$ cat src/rtl/uart_rx_ctrl_pkg.sv
// Shared state encoding and default frame geometry for the UART receive controller.
// Pure declarations: no latency, no flow control.
package uart_rx_ctrl_pkg;

  typedef enum logic [2:0] {
    ST_IDLE      = 3'd0,
    ST_START     = 3'd1,
    ST_DATA      = 3'd2,
    ST_PARITY    = 3'd3,
    ST_STOP      = 3'd4,
    ST_WAIT_IDLE = 3'd5
  } rx_state_e;

  localparam int DEF_OVERSAMPLE = 16;
  localparam int DEF_DATA_BITS  = 8;

endpackage

$ cat src/rtl/uart_rx_ctrl_sync2.sv
// Two-flop synchroniser for an asynchronous level; 2 clk latency, no backpressure.
// Reset value is a parameter so an idle-high line stays idle through reset.
module uart_rx_ctrl_sync2 #(
  parameter logic RST_VAL = 1'b1
) (
  input  logic clk,
  input  logic clear,
  input  logic d,
  output logic q
);

  logic meta;

  always_ff @(posedge clk or negedge clear) begin
    if (!clear) begin
      meta <= RST_VAL;
      q    <= RST_VAL;
    end else begin
      meta <= d;
      q    <= meta;
    end
  end

endmodule

$ cat src/rtl/uart_rx_ctrl.sv
// UART receive FSM feeding a SIPO: one registered shift pulse per data bit, LSB first, then rx_done.
// Line-to-detect latency 2 clks; no backpressure, the SIPO must accept every shift pulse.
module uart_rx_ctrl
  import uart_rx_ctrl_pkg::*;
#(
  parameter int DATA_BITS  = DEF_DATA_BITS,
  parameter int OVERSAMPLE = DEF_OVERSAMPLE,
  parameter bit PARITY_EN  = 1'b0,
  parameter bit PARITY_ODD = 1'b0
) (
  input  logic clk,
  input  logic clear,
  input  logic rx_in,
  input  logic baud_tick,
  output logic shift,
  output logic sipo_bit,
  output logic rx_done,
  output logic parity_err,
  output logic frame_err,
  output logic busy
);

  localparam int TW = $clog2(OVERSAMPLE);
  localparam int BW = $clog2(DATA_BITS + 1);
  localparam logic [TW-1:0] TICK_HALF = TW'(OVERSAMPLE / 2 - 1);
  localparam logic [TW-1:0] TICK_FULL = TW'(OVERSAMPLE - 1);
  localparam logic [BW-1:0] BIT_LAST  = BW'(DATA_BITS - 1);

  rx_state_e     state, state_nxt;
  logic [TW-1:0] tick_cnt, tick_nxt;
  logic [BW-1:0] bit_cnt, bit_nxt;
  logic          rx_s;
  logic          par_acc, par_nxt;
  logic          perr_n, perr_n_nxt;
  logic          shift_nxt, sipo_nxt, done_nxt, perr_nxt, ferr_nxt;

  uart_rx_ctrl_sync2 #(.RST_VAL(1'b1)) u_sync (
    .clk   (clk),
    .clear (clear),
    .d     (rx_in),
    .q     (rx_s)
  );

  always_ff @(posedge clk or negedge clear) begin
    if (!clear) begin
      state    <= ST_IDLE;
      tick_cnt <= '0;
      bit_cnt  <= '0;
    end else begin
      state    <= state_nxt;
      tick_cnt <= tick_nxt;
      bit_cnt  <= bit_nxt;
    end
  end

  // The tick that causes a transition restarts the count instead of advancing it.
  always_comb begin
    state_nxt = state;
    tick_nxt  = tick_cnt;
    bit_nxt   = bit_cnt;
    if (baud_tick) begin
      case (state)
        ST_IDLE: begin
          if (!rx_s) begin
            state_nxt = ST_START;
            tick_nxt  = '0;
          end
        end
        ST_START: begin
          if (tick_cnt == TICK_HALF) begin
            state_nxt = rx_s ? ST_IDLE : ST_DATA;
            tick_nxt  = '0;
            bit_nxt   = '0;
          end else begin
            tick_nxt = tick_cnt + 1'b1;
          end
        end
        ST_DATA: begin
          if (tick_cnt == TICK_FULL) begin
            tick_nxt = '0;
            bit_nxt  = bit_cnt + 1'b1;
            if (bit_cnt == BIT_LAST) begin
              state_nxt = PARITY_EN ? ST_PARITY : ST_STOP;
            end
          end else begin
            tick_nxt = tick_cnt + 1'b1;
          end
        end
        ST_PARITY: begin
          if (tick_cnt == TICK_FULL) begin
            state_nxt = ST_STOP;
            tick_nxt  = '0;
          end else begin
            tick_nxt = tick_cnt + 1'b1;
          end
        end
        ST_STOP: begin
          if (tick_cnt == TICK_FULL) begin
            state_nxt = rx_s ? ST_IDLE : ST_WAIT_IDLE;
            tick_nxt  = '0;
          end else begin
            tick_nxt = tick_cnt + 1'b1;
          end
        end
        ST_WAIT_IDLE: begin
          if (rx_s) begin
            state_nxt = ST_IDLE;
          end
        end
        default: state_nxt = ST_IDLE;
      endcase
    end
  end

  always_comb begin
    busy       = (state != ST_IDLE);
    shift_nxt  = 1'b0;
    done_nxt   = 1'b0;
    sipo_nxt   = sipo_bit;
    perr_nxt   = parity_err;
    ferr_nxt   = frame_err;
    par_nxt    = par_acc;
    perr_n_nxt = perr_n;
    if (baud_tick) begin
      case (state)
        ST_START: begin
          if (tick_cnt == TICK_HALF && !rx_s) begin
            par_nxt = PARITY_ODD;
          end
        end
        ST_DATA: begin
          if (tick_cnt == TICK_FULL) begin
            shift_nxt = 1'b1;
            sipo_nxt  = rx_s;
            par_nxt   = par_acc ^ rx_s;
          end
        end
        ST_PARITY: begin
          if (tick_cnt == TICK_FULL) begin
            perr_n_nxt = rx_s ^ par_acc;
          end
        end
        ST_STOP: begin
          if (tick_cnt == TICK_FULL) begin
            done_nxt = 1'b1;
            ferr_nxt = ~rx_s;
            perr_nxt = PARITY_EN ? perr_n : 1'b0;
          end
        end
        default: ;
      endcase
    end
  end

  // Error flags only move together with rx_done and hold until the next frame.
  always_ff @(posedge clk or negedge clear) begin
    if (!clear) begin
      shift      <= 1'b0;
      sipo_bit   <= 1'b0;
      rx_done    <= 1'b0;
      parity_err <= 1'b0;
      frame_err  <= 1'b0;
      par_acc    <= 1'b0;
      perr_n     <= 1'b0;
    end else begin
      shift      <= shift_nxt;
      sipo_bit   <= sipo_nxt;
      rx_done    <= done_nxt;
      parity_err <= perr_nxt;
      frame_err  <= ferr_nxt;
      par_acc    <= par_nxt;
      perr_n     <= perr_n_nxt;
    end
  end

endmodule
$ cat config.mk
export PLATFORM = sky130hd
export DESIGN_NAME = uart_rx_ctrl
export DESIGN_NICKNAME = d
export VERILOG_FILES = /design/src/rtl/uart_rx_ctrl_pkg.sv /design/src/rtl/uart_rx_ctrl_sync2.sv /design/src/rtl/uart_rx_ctrl.sv
export SDC_FILE = /design/constraint.sdc
export NUM_CORES = 1
export LEC_CHECK = 0
export ABC_AREA = 1
export CORE_MARGIN = 2
export CORE_UTILIZATION = 30
export DETAILED_ROUTE_END_ITERATION = 6
export SETUP_SLACK_MARGIN = 0.2
export SYNTH_ARGS = -nofsm -noshare
export SYNTH_HDL_FRONTEND = slang
export SYNTH_SLANG_ARGS = --single-unit
$ cat constraint.sdc
create_clock -name clk -period 2.4 [get_ports clk]
set_input_delay 0.48 -clock clk [delete_from_list [all_inputs] [get_ports clk]]
set_output_delay 0.48 -clock clk [all_outputs]
set_load 0.1 [all_outputs]
* Word-level counts from Yosys, hierarchy flattened
Cells that the tools add are included.
** Word-level totals
- Latch bits :: 0
- ROM bits :: 0
- Memories :: 0
- Memory bits (writable) :: 0
- Flip-flop bits (word level) :: 17
- Input bits :: 4
- Logic and storage cells :: 59
- Output and inout port bits :: 6
** Operators by class
- $lt $le $gt $ge :: 0
- Reductions and logical operators :: 10
- Muxes and demuxes :: 22
- $add $sub $neg :: 2
- Shifts and indexed selects :: 0
- Bitwise gates (word level) :: 1
- Divide/modulo/power cells :: 0
- Equal/unequal tests :: 15
- $mul :: 0
** Operators with widths (number)
- $mux 3 :: 8
- $mux 4 :: 5
- $pmux 3 s6 :: 1
- $ne 2x2->1 const B :: 6
- $pmux 4 s3 :: 1
- $reduce_and 3->1 :: 3
- $add 4x1->4 const B :: 2
- $eq 4x3->1 const B :: 2
- $pmux 4 s2 :: 1
- $reduce_and 8->1 :: 1
- $eq 3x2->1 const B :: 2
- $eq 3x3->1 const B :: 2
- $reduce_bool 3->1 :: 2
- $mux 1 :: 5
- $eq 4x4->1 const B :: 1
- $reduce_and 4->1 :: 1
- $eq 3x1->1 const B :: 1
- $logic_not 3->1 :: 1
- $reduce_or 3->1 :: 1
- $mux 2 :: 1
- $ne 2x1->1 const B :: 1
- $reduce_bool 2->1 :: 1
- $not 1->1 :: 1

* Depth between registers and ports, before layout
Gate-level depths: netlist of run 1.
- Depth after elaboration :: 4
- Gate-level depth with buffers :: 9
- Depth with buffers taken out :: 9

* Hierarchy
Synthesis of run 1 repeated with hierarchy kept, for this count alone.
** Unflattened totals
- Cell total of the unflattened synthesis :: 126
- Area total of the unflattened synthesis :: 962.2 um^2
** By module, submodules not included
- uart_rx_ctrl :: sequential area each 375.4 um^2, instances 1, area each 909.6 um^2, cells each 124
- uart_rx_ctrl_sync2 :: sequential area each 52.6 um^2, instances 1, area each 52.6 um^2, cells each 2

* Worst setup path before layout of run 1
No wires, ideal clock.
- Path type :: register to register
- From :: register state[1]
- To :: register tick_cnt[0]
- Data required time :: 2274 ps
- Cell stages (with the launch flop) :: 5
- Library setup time :: 126 ps
- Arrival time :: 1590 ps
- Clock period less this slack :: 1716 ps
- Path slack :: 684 ps
- Path buffers :: 0
- Cell sequence :: dfrtp_1 > nor2_2 > nand2_1 > nand4_1 > nand2_1
** On the way
- Longest elaborated chain between the ends :: 4
- Elaborated cells between the ends (all ways) :: 10
- Those cells by class :: eq/ne (5); mux (1); reduce/logical (4)
** RTL lines
- from (decl) :: line uart_rx_ctrl.sv:29 : rx_state_e state, state_nxt;
- from (signal assigned) :: line uart_rx_ctrl.sv:50 : state <= state_nxt;
- $eq 3x3->1 / $eq 3x2->1 (equally long branches)
- $reduce_or 3->1 (no line)
- $reduce_bool 3->1 (no line)
- $reduce_and 3->1 (no line)
- to (signal assigned) :: line uart_rx_ctrl.sv:51 : tick_cnt <= tick_nxt;
- to (decl) :: line uart_rx_ctrl.sv:30 : logic [TW-1:0] tick_cnt, tick_nxt;
Parallel ways exist; a longest one is shown, timed or not.
A chain may end at the register's enable or synchronous reset.

* Final worst setup path of run 1
- From :: register state[0]
- To :: output port busy
** On the way
- Longest elaborated chain between the ends :: 1
** RTL lines
- $reduce_bool 3->1 :: line uart_rx_ctrl.sv:116 : busy = (state != ST_IDLE);
- to (decl) :: line uart_rx_ctrl.sv:20 : output logic busy
No other way between the ends.

==> metrics.md, run 1 <==
| Metric | Value |
|---|---|
| Synthesis-to-finish area growth | 15.66% |
| Iter 0 DRT Violations | 27 |
| First-pass GRT wire length | 3125 um |
| Main combinational cell family by area after synthesis | simple AND/OR/NAND/NOR gates |
| Slowest-stage cell, CP | dfrtp_1 |
| CP required | 1920 ps |
| Startpoint types | flop |
| Root Buffer | clkbuf_4 |
| First-pass DRT Iterations | 4 |
| Run status | finished, final reports clean |
| Crit-path max cell delay | between 400 and 500 ps |
| Syn_area_per_cell | 7.794 sq um |
| Initial antenna violation count | 0 |
| Crit path DAT | 1440 ps |
| Synth Area in Compound Gates | 6.316% |
| TritonCTS clock tree | yes |
| WP buf/inv | 1 |
| Mapped Cells | approximately 120 |
| Top cells by area, synth | dfrtp_1 (39%), nand2_1 (11%), dfstp_2 (5.5%) |
| # Max-Cap Violations | 0 |
| I/O Buffers | 8 |
| Area of the multi-input gates | 447.9 sq um |
| Max VDD drop | around 0.31 mV |
| F_max | roughly 520 MHz |
| Top cell type's share of synthesized area | 39.47% |
| #FFs+latches synth | 17 |
| Crit Path Category | flop to output port |
| ANT nets after route | 0 |
| FF+latch area | 427.9 sq um |
| Largest area contributor in the netlist | dfrtp_1 |
| Final setup violating endpoints | 0 |
| Die Y | 60.30 um |
| Element type at the critical path end | output port |
| DRT Wirelength | roughly 1700 um |
| Remaining Overflow, GRT | 0 |
| Wire per inst | about 9.8 um |
| Post-synthesis mux area share | 0% |
| Detailed-route via count | 770 |
| Final Max Slew Viols | 0 |
| Synth unique cells | 20 |
| Setup Fix Bufs, Post-CTS | 0 |
| Syn nets | 128 |
| Period Utilization, post-route | 80.18% |
| CP delay by family, top | flip-flops |
| Number of global-route vias before repair | 738 |
| Setup tns final | 0 ps |
| Synth warn | 0 |
| Sequential share of the synthesized area | between 40% and 50% |
| CTS resizes | 0 |
| Min-delay worst type | flop to flop |
| RSZ-0062 raised after global routing | false |
| Num CTS Buffers | 3 |
| Row count | 20 |
| Clock latency on the worst-skew pair | 300 ps |
| CTS clock-pin slew for the worst setup and hold paths | 110 ps |
| Endpoints failing hold | 0 |
| Leakage | 0.5744 nW |
| RePlAce Congestion | 0.8393 |
| Clock buffer depth | 2 |
| Total track usage | 11.73% |
| Pwr per Cell Area | roughly 860 nW/um^2 |
| Via-per-instance ratio | 4.326 |
| Residual DRC count | 0 |
| Die area | 3636 sq um |
| Fill cells | 312 |
| CTS sink count | 17 |
| Hpwl dp | 1327 um |
| Initial Util | about a third |
| Simple logic cell fraction of the synthesized area | 35.92% |
| Minimum clock period | 1924 ps |
| Num ports | 10 |
| DIE WIDTH | 60.30 um |
| Core area | just over 3000 sq um |
| Synth Area in XOR/XNOR | 1.842% |
| Total Power | 943.6 uW |
| CTS HTree Levels | 1 |
| CP cell instances | nor2_2 > nand2_1 > buf_4 |
| Worst Skew | 15.92 ps |
| Crit path max fanout | 5 |
| CTS Hold Bufs | 0 |
| Largest net degree at the start of global routing | 18 |
| Share of layout cells above drive strength 1 | 26.87% |
| Synth Area in Adders | 2.632% |
| Cell Area, Synth | between 900 and 1000 sq um |
| Nets@finish | between 100 and 150 |
| # diodes | 0 |
==> state kept, by name, summed over array words and instances (netlist names) <==
register,count
sipo_bit,1
state,3
rx_done,1
u_sync.q,1
bit_cnt,4
frame_err,1
shift,1
u_sync.meta,1
tick_cnt,4
==> through the flow <==
stage / cell area [sq um] / worst slack, ps / util [%] / std cells / hold WS [ps]
final: 1100 / 475.7 / 36.32 / 178 / 360.6
after global routing: 1100 / 389.0 / 36.32 / 178 / 365.6
after CTS: 1100 / 471.6 / 36.32 / 178 / 362.1
after detailed placement: 1074 / 778.6 / 35.45 / 174 / 347.8
after global placement: 1074 / 811.9 / 35.45 / 174 / 345.8
after floorplan: 950.9 / 684.0 / - / 122 / 184.4
==> power breakdown <==
group	internal [mW]	leakage [nW]	switching, mW
Clock	0.0646	0.0150	0.0929
Combinational	0.120	0.333	0.300
Sequential	0.322	0.226	0.0445
==> Yosys cell counts (all sizes together) <==
cell type	count
nand2	35
nor2	20
inv	18
dfrtp	15
nand3	12
o21ai	11
dfstp	2
ha	2
xor2	2
a21oi	1
buf	1
conb	1
nand4	1
or2	1
==> kinds of logic (layout without fill, tap and decap cells) <==
family / count (synthesis) / after routing
flip-flops: 17 / 17
AO/OA/AOI/OAI: 12 / 12
other: 1 / 1
XOR/XNOR: 2 / 2
AND/OR/NAND/NOR: 69 / 69
buffers and inverters: 19 / 31
adder cells (fa/ha/maj): 2 / 2
==> cell type report <==
cell class	count	area share [%]
multi-input cells	86	40.73
flip-flops and latches	17	38.91
repair buffers	9	6.826
inverters	18	6.143
well taps	44	5.006
clock buffers	4	2.389
==> layout by cell type, fill, tap and decap left out, types with 2 or more instances in the layout <==
master / n
dfstp_2: 2
nand3_1: 8
clkdlybuf4s50_1: 3
clkbuf_4: 3
nand3_2: 4
o21ai_0: 6
nor2_2: 5
nand2_2: 6
ha_1: 2
inv_1: 11
dfrtp_1: 15
buf_4: 6
nor2_4: 2
inv_2: 7
nand2_1: 29
nor2_1: 13
o21ai_1: 5
xor2_1: 2
==> path summary, 6_finish.rpt <==
kind	startpoint	depth (start not counted)	slack, ps	to
setup / recovery	state[0]	3	480	busy
hold / removal	u_sync.meta	0	360	u_sync.q
setup reg to reg	tick_cnt[0]	8	1000	bit_cnt[0]
hold reg to reg	u_sync.meta	0	360	u_sync.q
max in group asynchronous	clear	2	1630	u_sync.meta
min in group asynchronous	clear	2	500	state[2]
==> routing by layer <==
metal	vias to the layer above	part of all wire [%]	wire, um	global-route usage (%)
met1	354	49	851	14.36
met5	-	0	0	0
met3	2	5.0	87	4.762
met4	0	0.97	17	4.127
li1	400	-	-	-
met2	14	45	788	18.63
Power figures use the tool's default switching activity.
==> inputs of run 2 (changes only) <==
==> constraint.sdc (replaced) <==
create_clock -name clk -period 1.6 [get_ports clk]
set_input_delay 0.32 -clock clk [delete_from_list [all_inputs] [get_ports clk]]
set_output_delay 0.32 -clock clk [all_outputs]
set_load 0.1 [all_outputs]
==> run 2 against run 1 <==
Against the previous run: routed wire length increased by 13%; worst setup slack got worse by 290 ps; critical path type unchanged; non-clock buffer count increased by 10; global-route usage increased by 0.74 points; clock power increased by 52%; clock skew decreased by 9.9 ps; largest power group unchanged; sequential power increased by 47%; critical path depth unchanged.
==> metrics.md, run 2 (synthesis results as in run 1) <==
| Metric | Value |
|---|---|
| Detailed-route via count | 833 |
| FF+latch area | 431.7 sq um |
| FF-to-FF path depth | 8 |
| Setup tns final | 0 ps |
| Num ports | 10 |
| DIE WIDTH | 60.30 um |
| Crit Path Category | flop to output port |
| Startpoint types | flop |
| Element type at the critical path end | output port |
| Run status | finished, final reports clean |
| ANT nets after route | 0 |
| WP buf/inv | 1 |
| Row count | 20 |
| First-pass GRT wire length | 3422 um |
| Remaining Overflow, GRT | 0 |
| Final Max Slew Viols | 0 |
| Post-route cell area | approximately 1300 sq um |
| DRT Wirelength | 1965 um |
| Initial Util | 31.40% |
| Via-per-instance ratio | about 4.4 |
| Area of the multi-input gates | approximately 480 sq um |
| Biggest regs | bit_cnt x4, tick_cnt x4, state x3 |
| Total Power | 1.690 mW |
| Dpl cell area | 1144 sq um |
| Number of global-route vias before repair | 820 |
| Initial antenna violation count | 0 |
| Wire per inst | about 10 um |
| RSZ-0062 raised after global routing | true |
| Largest net degree at the start of global routing | 18 |
| Clock latency on the worst-skew pair | 290 ps |
| Crit-path max cell delay | 440 ps |
| Commonest non-fill, non-tap cell in the layout | nand2_1 |
| Endpoints failing hold | 0 |
| CP required | ~1300 ps |
| Synthesis-to-finish area growth | 34.74% |
| Residual DRC count | 0 |
| Num CTS Buffers | 3 |
| Clock buffer depth | 2 |
| CTS clock-pin slew for the worst setup and hold paths | 110 ps |
| Crit path max fanout | 2 |
| Most frequent cells in the layout | nand2_1 (28), nor2_1 (13), dfrtp_1 (12) |
| Minimum clock period | 1413 ps |
| Crit path DAT | about 1100 ps |
| Pwr per Cell Area | 1319 nW/um^2 |
| TritonCTS clock tree | yes |
| Fill cells | roughly 300 |
| Hold slack final | between 300 and 400 ps |
| Core area | 3028 sq um |
| Min-delay worst type | primary input to async pin |
| # Max-Cap Violations | 0 |
| Slowest-stage cell, CP | dfrtp_2 |
| Period Utilization, post-route | 88.31% |
| Worst reg2reg setup slack | 250 ps |
| Die Y | 60.30 um |
| R2R Path End | bit_cnt[0] |
| CP cell instances | nor2_4 > nand2_4 > buf_12 |
| I/O Buffers | 8 |
| Final setup violating endpoints | 0 |
| Root Buffer | clkbuf_4 |
| RePlAce Congestion | 0.8225 |
| CTS HTree Levels | 1 |
| Worst Setup Slack, final | 187.0 ps |
| Worst reg2reg path startpoint | tick_cnt[0] |
| Worst Skew | about 6.0 ps |
| Nets@finish | 151 |
| Total track usage | between 10% and 20% |
| Max VDD drop | ~0.44 mV |
| Hpwl dp | 1352 um |
| Leakage | 0.6450 nW |
| Iter 0 DRT Violations | 30 |
| CP delay by family, top | flip-flops |
| F_max | 707.7 MHz |
| CTS sink count | 17 |
| Die area | 3636 sq um |
| First-pass DRT Iterations | 4 |
| Share of layout cells above drive strength 1 | 37.50% |
| Setup WS pre-CTS | around 150 ps |
| # diodes | 0 |
[run 2: what timing repair did]
action / in CTS / in global routing
setup buffers: 5 / 5
endpoints found under the setup margin: 1 / 12
resized for setup: 5 / 6
pin swaps: 2 / 4
hold buffers: 0 / 0
[run 2: worst max path at each step]
stage	startpoint	endpoint	slack (ps)	cells after the start
2_1_floorplan	state[1]	tick_cnt[0]	350	4
3_3_place_gp	baud_tick	bit_cnt[0]	170	6
3_5_place_dp	baud_tick	bit_cnt[0]	150	6
4_1_cts	state[1]	busy	170	3
5_1_grt	state[0]	busy	130	3
6_report	state[0]	busy	190	3
[run 2: area by class of cell]
class	count	area share [%]
Clock buffer	3	1.758
Clock inverter	1	0.3906
Inverter	18	5.469
Multi-Input combinational cell	86	37.50
Sequential cell	17	33.69
Tap cell	44	4.297
Timing Repair Buffer	19	16.89
[run 2: where the power goes]
group	switching (mW)	total (mW)	internal, mW
sequential	0.0508	0.539	0.488
clock	0.145	0.238	0.0928
combinational	0.547	0.913	0.366
total	0.743	1.69	0.947
[run 2: metal layers]
layer,vias up,global-route usage [%],part of all wire (%)
li1,421,-,-
met1,386,15.76,45
met2,18,19.57,48
met3,8,4.545,4.2
met4,0,4.444,2.8
met5,-,0,0
[run 2: through the flow]
step / std cells / utilization [%]
after floorplan: 122 / -
after global placement: 174 / 37.77
after detailed placement: 174 / 37.77
after CTS: 183 / 40.29
after global routing: 188 / 42.31
final: 188 / 42.31
[run 2: worst reg2reg max path, delay by kind of cell, from the launching register on]
| kind | cells | cell delay, ps |
|---|---|---|
| fa+ha+maj | 1 | 200 |
| flops | 1 | 390 |
| simple gates | 7 | 650 |
==> inputs of run 3 (changes only) <==
--- a/config.mk
+++ b/config.mk
@@ -8,7 +8,10 @@
 export ABC_AREA = 1
 export CORE_MARGIN = 2
 export CORE_UTILIZATION = 30
+export CTS_CLUSTER_SIZE = 40
 export DETAILED_ROUTE_END_ITERATION = 6
+export GPL_ROUTABILITY_DRIVEN = 0
+export GPL_TIMING_DRIVEN = 0
 export SETUP_SLACK_MARGIN = 0.2
 export SYNTH_ARGS = -nofsm -noshare
 export SYNTH_HDL_FRONTEND = slang
==> run 3 against run 2 <==
Against the previous run: total power down 1.8%; first-iteration DRC count up 23%; core utilization down 1.2 points; register-to-register slack better by 30 ps; clock power up 4%; largest cell class unchanged.
==> metrics.md, run 3 (synthesis results as in run 1) <==
| Metric | Value |
|---|---|
| Total Power | between 1.5 and 2 mW |
| Clock buffer depth | 2 |
| Endpoints failing hold | 0 |
| # diodes | 0 |
| CTS sink count | 17 |
| Post-Layout Cell Count | 186 |
| Min-delay worst type | flop to flop |
| Setup tns final | 0 ps |
| Cell count after placement | 174 |
| CTS HTree Levels | 1 |
| Final setup violating endpoints | 0 |
| WP buf/inv | 1 |
| Die area | about 3600 sq um |
| RSZ-0062 raised after global routing | true |
| CP delay by family, top | flip-flops |
| Largest net degree at the start of global routing | 18 |
| First-pass DRT Iterations | 4 |
| First-pass GRT wire length | ~3500 um |
| Crit path max fanout | 3 |
| CP cell instances | nor2_4 > nand2_4 > buf_8 |
| Nets@finish | approximately 150 |
| Initial antenna violation count | 0 |
| Crit path DAT | around 1100 ps |
| Crit-path max cell delay | 440 ps |
| Row count | 20 |
| Commonest non-fill, non-tap cell in the layout | nand2_1 |
| Startpoint types | flop |
| Iter 0 DRT Violations | 37 |
| DRT Wirelength | roughly 2000 um |
| Num ports | 10 |
| Remaining Overflow, GRT | 0 |
| Fill cells | about 320 |
| Element type at the critical path end | output port |
| ANT nets after route | 0 |
| Slowest-stage cell, CP | dfrtp_2 |
| Hpwl dp | between 1000 and 1500 um |
| Final Max Slew Viols | 0 |
| Num CTS Buffers | 3 |
| Run status | finished, final reports clean |
| Wire per inst | roughly 11 um |
| Worst Setup Slack, final | 142.9 ps |
| Detailed-route via count | 838 |
| Most frequent cells in the layout | nand2_1 (28), buf_4 (12), dfrtp_1 (12) |
| Pwr per Cell Area | 1334 nW/um^2 |
| Clock latency on the worst-skew pair | 300 ps |
| Number of global-route vias before repair | 802 |
| Total track usage | 12.68% |
| Synthesis-to-finish area growth | 30.79% |
| CTS clock-pin slew for the worst setup and hold paths | 110 ps |
| Rel. slew slack | roughly 48% |
| Worst slew pin tran | 780.2 ps |
| TritonCTS clock tree | yes |
| Minimum clock period | 1457 ps |
| Biggest regs | bit_cnt x4, tick_cnt x4, state x3 |
| DIE WIDTH | 60.30 um |
| I/O Buffers | 8 |
| # Max-Cap Violations | 0 |
| Initial Util | 31.40% |
| Root Buffer | clkbuf_4 |
| Period Utilization, post-route | 91.07% |
| F_max | 686.3 MHz |
| Die Y | 60.30 um |
| Via-per-instance ratio | 4.505 |
| Core area | 3028 sq um |
| Setup WS pre-CTS | -521.2 ps |
| Max VDD drop | 0.6439 mV |
| Leakage | roughly 0.65 nW |
| Crit Path Category | flop to output port |
| Worst Skew | 2.486 ps |
| Final Util | 41.07% |
| CP required | roughly 1300 ps |
| Residual DRC count | 0 |
| Share of layout cells above drive strength 1 | 39.44% |
-- run 3: cell count changes in the layout (fill, tap and decap cells not counted), moves of 2 or more --
cell / change
buf_12: -5
nor2_1: -4
nor2_2: +4
buf_4: +2
nand2_2: -2
nand2_4: +2
-- run 3: worst register-to-register path, cell delays in order (launching register included) --
cell,delay [ps]
dfrtp_2,440
nor2_4,150
buf_4,160
nand3_2,90
nand2_2,90
nor2_4,50
buf_4,130
nand3_1,70
nand2_1,50
-- run 3: worst paths after layout --
| path | startpoint | end | slack (ps) | depth (start not counted) |
|---|---|---|---|---|
| max reg2reg | state[1] | state[1] | 280 | 8 |
| max in group asynchronous | clear | state[1] | 600 | 1 |
| min | u_sync.meta | u_sync.q | 370 | 0 |
| min in group asynchronous | clear | tick_cnt[0] | 460 | 1 |
| max | state[1] | busy | 140 | 3 |
| min reg2reg | u_sync.meta | u_sync.q | 370 | 0 |
-- run 3: what timing repair did --
item,4_1_cts,5_1_grt
hold buffers,0,0
gates resized for setup,34,17
buffers inserted,2,6
pin swaps,1,6
endpoints found under the setup margin,6,13
-- run 3: layout make-up --
class | count | area (sq um) | area share [%]
multi-input combinational | 86 | 514.2 | 41.35
clock inverter | 1 | 7.507 | 0.6036
inverter | 18 | 70.07 | 5.634
clock buffer | 3 | 22.52 | 1.811
timing repair buffer | 16 | 135.1 | 10.87
sequential | 17 | 431.7 | 34.71
tap | 44 | 55.05 | 4.427
buffer | 1 | 7.507 | 0.6036
-- run 3: metal layers --
layer / vias to the layer above / global-route usage (%) / part of all wire, %
met3: 4 / 4.762 / 5.1
met2: 17 / 20.19 / 49
met1: 398 / 15.98 / 44
met4: 0 / 3.810 / 1.5
li1: 419 / - / -
met5: - / 0 / 0
-- run 3: through the flow --
step / hold slack (ps) / area [sq um]
after global placement: 346.2 / 1094
after global routing: 371.7 / 1244
after detailed placement: 350.9 / 1094
after CTS: 368.0 / 1137
final: 365.6 / 1244
after floorplan: 24.41 / 958.4
-- run 3: where the power goes --
group	internal, mW	switching (mW)	leakage, nW
clock network	0.0953	0.152	0.0139
registers	0.488	0.0641	0.222
logic	0.318	0.542	0.412
